--- src/rtl/uart_rx_fifo.sv ---
// Receive FIFO between the UART receiver core and the CPU register interface.
// First-word-fall-through head byte, fill level, almost-full and sticky overflow.
module uart_rx_fifo #(
    parameter int DEPTH_LOG2 = 4,
    parameter int AF_LEVEL   = 12
) (
    input  logic                  clk,
    input  logic                  rst_n,
    input  logic [7:0]            wr_data,
    input  logic                  wr_valid,
    output logic                  wr_ready,
    input  logic                  rd_pop,
    output logic [7:0]            rd_data,
    output logic                  empty,
    output logic                  full,
    output logic [DEPTH_LOG2:0]   count,
    output logic                  almost_full,
    output logic                  overflow,
    input  logic                  clr_ovf,
    input  logic                  flush
);
    localparam int DEPTH = 1 << DEPTH_LOG2;
    localparam logic [DEPTH_LOG2:0] DEPTH_CNT = DEPTH[DEPTH_LOG2:0];
    localparam logic [DEPTH_LOG2:0] AF_CNT    = AF_LEVEL[DEPTH_LOG2:0];
    localparam logic [DEPTH_LOG2:0] CNT_ONE   = {{DEPTH_LOG2{1'b0}}, 1'b1};
    localparam logic [DEPTH_LOG2-1:0] PTR_ONE = {{(DEPTH_LOG2-1){1'b0}}, 1'b1};

    logic [7:0]            mem [DEPTH];
    logic [DEPTH_LOG2-1:0] wr_ptr_reg, wr_ptr_next;
    logic [DEPTH_LOG2-1:0] rd_ptr_reg, rd_ptr_next;
    logic [DEPTH_LOG2:0]   count_reg, count_next;
    logic                  overflow_reg, overflow_next;
    logic                  do_push, do_pop, drop;

    // A pop in the same edge frees a slot, so a push into a full FIFO is accepted then.
    always_comb begin
        do_pop  = !flush && rd_pop && !empty;
        do_push = !flush && wr_valid && (!full || do_pop);
        drop    = !flush && wr_valid && full && !do_pop;

        wr_ptr_next   = wr_ptr_reg;
        rd_ptr_next   = rd_ptr_reg;
        count_next    = count_reg;
        overflow_next = overflow_reg;

        if (flush) begin
            wr_ptr_next   = '0;
            rd_ptr_next   = '0;
            count_next    = '0;
            overflow_next = 1'b0;
        end else begin
            if (do_push) wr_ptr_next = wr_ptr_reg + PTR_ONE;
            if (do_pop)  rd_ptr_next = rd_ptr_reg + PTR_ONE;
            if (do_push && !do_pop)      count_next = count_reg + CNT_ONE;
            else if (do_pop && !do_push) count_next = count_reg - CNT_ONE;
            // A drop in the same cycle as clr_ovf must still be reported.
            if (drop)         overflow_next = 1'b1;
            else if (clr_ovf) overflow_next = 1'b0;
        end
    end

    always_ff @(posedge clk or negedge rst_n) begin
        if (!rst_n) begin
            wr_ptr_reg   <= '0;
            rd_ptr_reg   <= '0;
            count_reg    <= '0;
            overflow_reg <= 1'b0;
        end else begin
            wr_ptr_reg   <= wr_ptr_next;
            rd_ptr_reg   <= rd_ptr_next;
            count_reg    <= count_next;
            overflow_reg <= overflow_next;
        end
    end

    // Storage holds no reset; validity is tracked by count alone.
    always_ff @(posedge clk) begin
        if (do_push) mem[wr_ptr_reg] <= wr_data;
    end

    assign wr_ready    = 1'b1;
    assign count       = count_reg;
    assign empty       = (count_reg == '0);
    assign full        = (count_reg == DEPTH_CNT);
    assign almost_full = (count_reg >= AF_CNT);
    assign overflow    = overflow_reg;
    assign rd_data     = empty ? 8'h00 : mem[rd_ptr_reg];
endmodule

--- config.mk ---
export PLATFORM = sky130hd
export DESIGN_NAME = uart_rx_fifo
export DESIGN_NICKNAME = d
export VERILOG_FILES = /design/src/rtl/uart_rx_fifo.sv
export SDC_FILE = /design/constraint.sdc
export NUM_CORES = 1
export LEC_CHECK = 0
export BUFFER_PORTS_ARGS = -buffer_cell sky130_fd_sc_hd__buf_4
export CORE_MARGIN = 2
export CORE_UTILIZATION = 30
export DETAILED_ROUTE_END_ITERATION = 10
export MAX_ROUTING_LAYER = met4
export PLACE_DENSITY_LB_ADDON = 0.05
export SYNTH_ARGS = -nofsm -noshare
export SYNTH_HDL_FRONTEND = slang
export SYNTH_SLANG_ARGS = --single-unit
--- constraint.sdc ---
create_clock -name clk -period 2.6 [get_ports clk]
set_input_delay 0.39 -clock clk [delete_from_list [all_inputs] [get_ports clk]]
set_output_delay 0.39 -clock clk [all_outputs]
set_load 0.01 [all_outputs]
==> impl_metrics.toml <==
[run_status]
status = "complete, but fails checks"
violations = "negative setup slack"

[sta]
whs_ps = 270
finalMaxSlewViolations = 0
tightest_slew_ps = 622
max_freq_mhz = 353
relSlewSlack = 0.585
tns_ps = -1670
fin_crit_ps = 2830
hold_violations = 0
rsz0062_at_grt = "true"
final.period_utilization = 1.09
fin_ws_ps = -234
finClkSkew_ps = 4.86
setup_violations = 8

[cells_and_area]
n_fill_cell = 1912
largest_reg_flops = 128
final_nets = 410
fin_cells = 669
drive_above_1_share = 0.356
final_util = 0.370
area_delta_synth_final_pct = 21.3
insertedDiodeCount = 0
regArea_um2 = 4200
multi_input_area_um2 = 1750

[setup_path]
worstPathRequired_ps = 2210
worstSetupPathType = "reg2out"
path_cells = "buf_4 -> buf_12 -> mux4_2 -> mux4_2 -> nor2b_1 -> buf_4"
crit_slowest_cell = "mux4_2"
arrival_ps = 2440
cp_max_fo = 6
end_kind = "output pin"
max_stage_delay_ps = 570
start_kind = "flip-flop"
cp_num_buf_inv = 3
cp_top_family = "multiplexers"

[logic_synthesis]
synth_most_common_cell = "edfxtp_1"
yosys-top-cells-count = "128 x edfxtp_1, 21 x mux4_1, 19 x mux4_2, 14 x dfrtp_1, 13 x nor2b_1"
synthFlopType = "edfxtp_1"
synth.area.top_cells = "edfxtp_1 62%, mux4_1 9.0%, mux4_2 7.0%, dfrtp_1 5.7%, ha_1 1.8%"
yosysTopAreaCell = "edfxtp_1"
ys_seq_elements = 142
synthArstFlopShare = 0.0986
synth.top_cell.area_share = 0.625
yosysWarningCount = 0
synthesis.area_um2 = 6150
ys_types = 46
synth-edff-count = 128
seq_area_frac_synth = 0.682
postSynthAreaPerCell_um2 = 19.0
synthCells = 324
synth_nets = 348

[grt]
gr-total-overflow = 0
first_global_vias = 3219
grt-busiest-layer = "met1"
grt_util_met2 = 0.203
grt_use_met1 = 0.209
grt_util_met3 = 0.0317
grt_util_all_layers = 0.144
grt_max_degree = 36
antenna_found_initial = 0
grt_pass1_wl_um = 21600

[clocking]
numCtsBuffers = 17
cts_tree = "built"
cts_num_sinks = 142
clk_pin_slew_ps = 60
clock_tree.root_cell = "clkbuf_16"
cts_buffer_depth = 2
cts_max_level = 4
clk_latency_ps = 420

[routing]
routedWlPerCell_um = 22.0
vias_per_cell = 4.70
routed_wl_um = 14700
first_pass_iters = 6
ant_nets = 0
vias = 3145
drt-initial-drc-count = 213
drc_errors = 0

[placement]
dpl.hpwl_um = 8900
placed_cells = 629
pre_cts_slack_ps = 67.5
gp_congestion = 0.707
io_buffers = 30

[floorplanning]
core_area_um2 = 20200
dieArea_um2 = 21700
row_count = 52
die_x_um = 147
start_util = 0.305
fp.dieH_um = 147
pin_count = 32

[pwr]
p_leak_nw = 2.53
p_per_area_nw_per_um2 = 966
worst_ir_drop_vdd_mv = 0.421

[min_path]
hold_path_class = "in2reg"

[flow_run]
maxCapViolations = 0
## what timing repair did
action / in CTS / in global routing
hold endpoints to repair: 14 / 0
gates resized for setup: 13 / 8
endpoints found under the setup margin: 8 / 10
hold buffers: 1 / 0
pin swaps: 0 / 1
setup buffers: 1 / 3
gates cloned: 0 / 3
## power by group
part / total (W) / switching, W / internal, W
registers: 0.00260 / 0.0000426 / 0.00256
clock network: 0.00237 / 0.00102 / 0.00135
logic: 0.00223 / 0.00107 / 0.00116
total: 0.00720 / 0.00213 / 0.00507
## cell families after synthesis
| group | synth area share |
|---|---|
| AOI/OAI and AO/OA | 0.0340 |
| xor gates and xnor gates | 0.00570 |
| and+or+nand+nor | 0.0633 |
| buffers and inverters | 0.0289 |
| other | 0.000610 |
| muxes | 0.164 |
| DFF | 0.682 |
| adders and majority gates | 0.0216 |
## final timing paths
path	end	cells after the start	from	slack, ps
max in group asynchronous	rd_ptr_reg[0]$_DFFE_PN0P_	2	rst_n	2020
min in group asynchronous	wr_ptr_reg[3]$_DFFE_PN0P_	2	rst_n	370
worst min-delay path	overflow$_DFFE_PN0P_	4	clr_ovf	270
worst max-delay path	rd_data[3]	6	rd_ptr_reg[0]$_DFFE_PN0P_	-230
worst max register to register	count[1]$_DFFE_PN0P_	7	count[0]$_DFFE_PN0P_	110
worst min register to register	wr_ptr_reg[0]$_DFFE_PN0P_	1	wr_ptr_reg[0]$_DFFE_PN0P_	580
## tightest hold or removal path, delay by kind of cell
family | cells | cell delay (ps)
AOI/OAI and AO/OA | 1 | 100
buffers and inverters | 1 | 80
and+or+nand+nor | 2 | 80
## through the flow
| step | power (W) | instance area, µm² |
|---|---|---|
| floorplan | 0.00394 | 6170 |
| global placement | 0.00463 | 6810 |
| detailed placement | 0.00463 | 6810 |
| CTS | 0.00707 | 7350 |
| global route | 0.00756 | 7460 |
| finish | 0.00720 | 7460 |
## cell usage in the layout (no fill, tap or decap), types with 6 or more instances in the layout
master,netlist,routed
edfxtp_1,128,128
buf_4,4,52
mux4_2,19,35
clkbuf_16,0,20
nor2b_1,13,12
nor2_1,12,12
dfrtp_1,14,11
ha_1,9,9
nand3_1,7,7
nand2_1,8,7
inv_1,6,6
and2_1,6,6
a21oi_1,7,6
## per-layer routing
metal | part of all wire | vias up
li1 | - | 1434
met1 | 0.50 | 1634
met2 | 0.45 | 67
met3 | 0.036 | 10
met4 | 0.0079 | 0
met5 | 0 | -
## layout make-up
cell class / count / share of cell area
flip-flops and latches: 142 / 0.563
inverters: 6 / 0.00302
repair buffers: 62 / 0.0763
clock buffers: 17 / 0.0570
well taps: 270 / 0.0453
clock inverters: 15 / 0.0203
multi-input cells: 157 / 0.235
(Power assumes the default switching activity.)
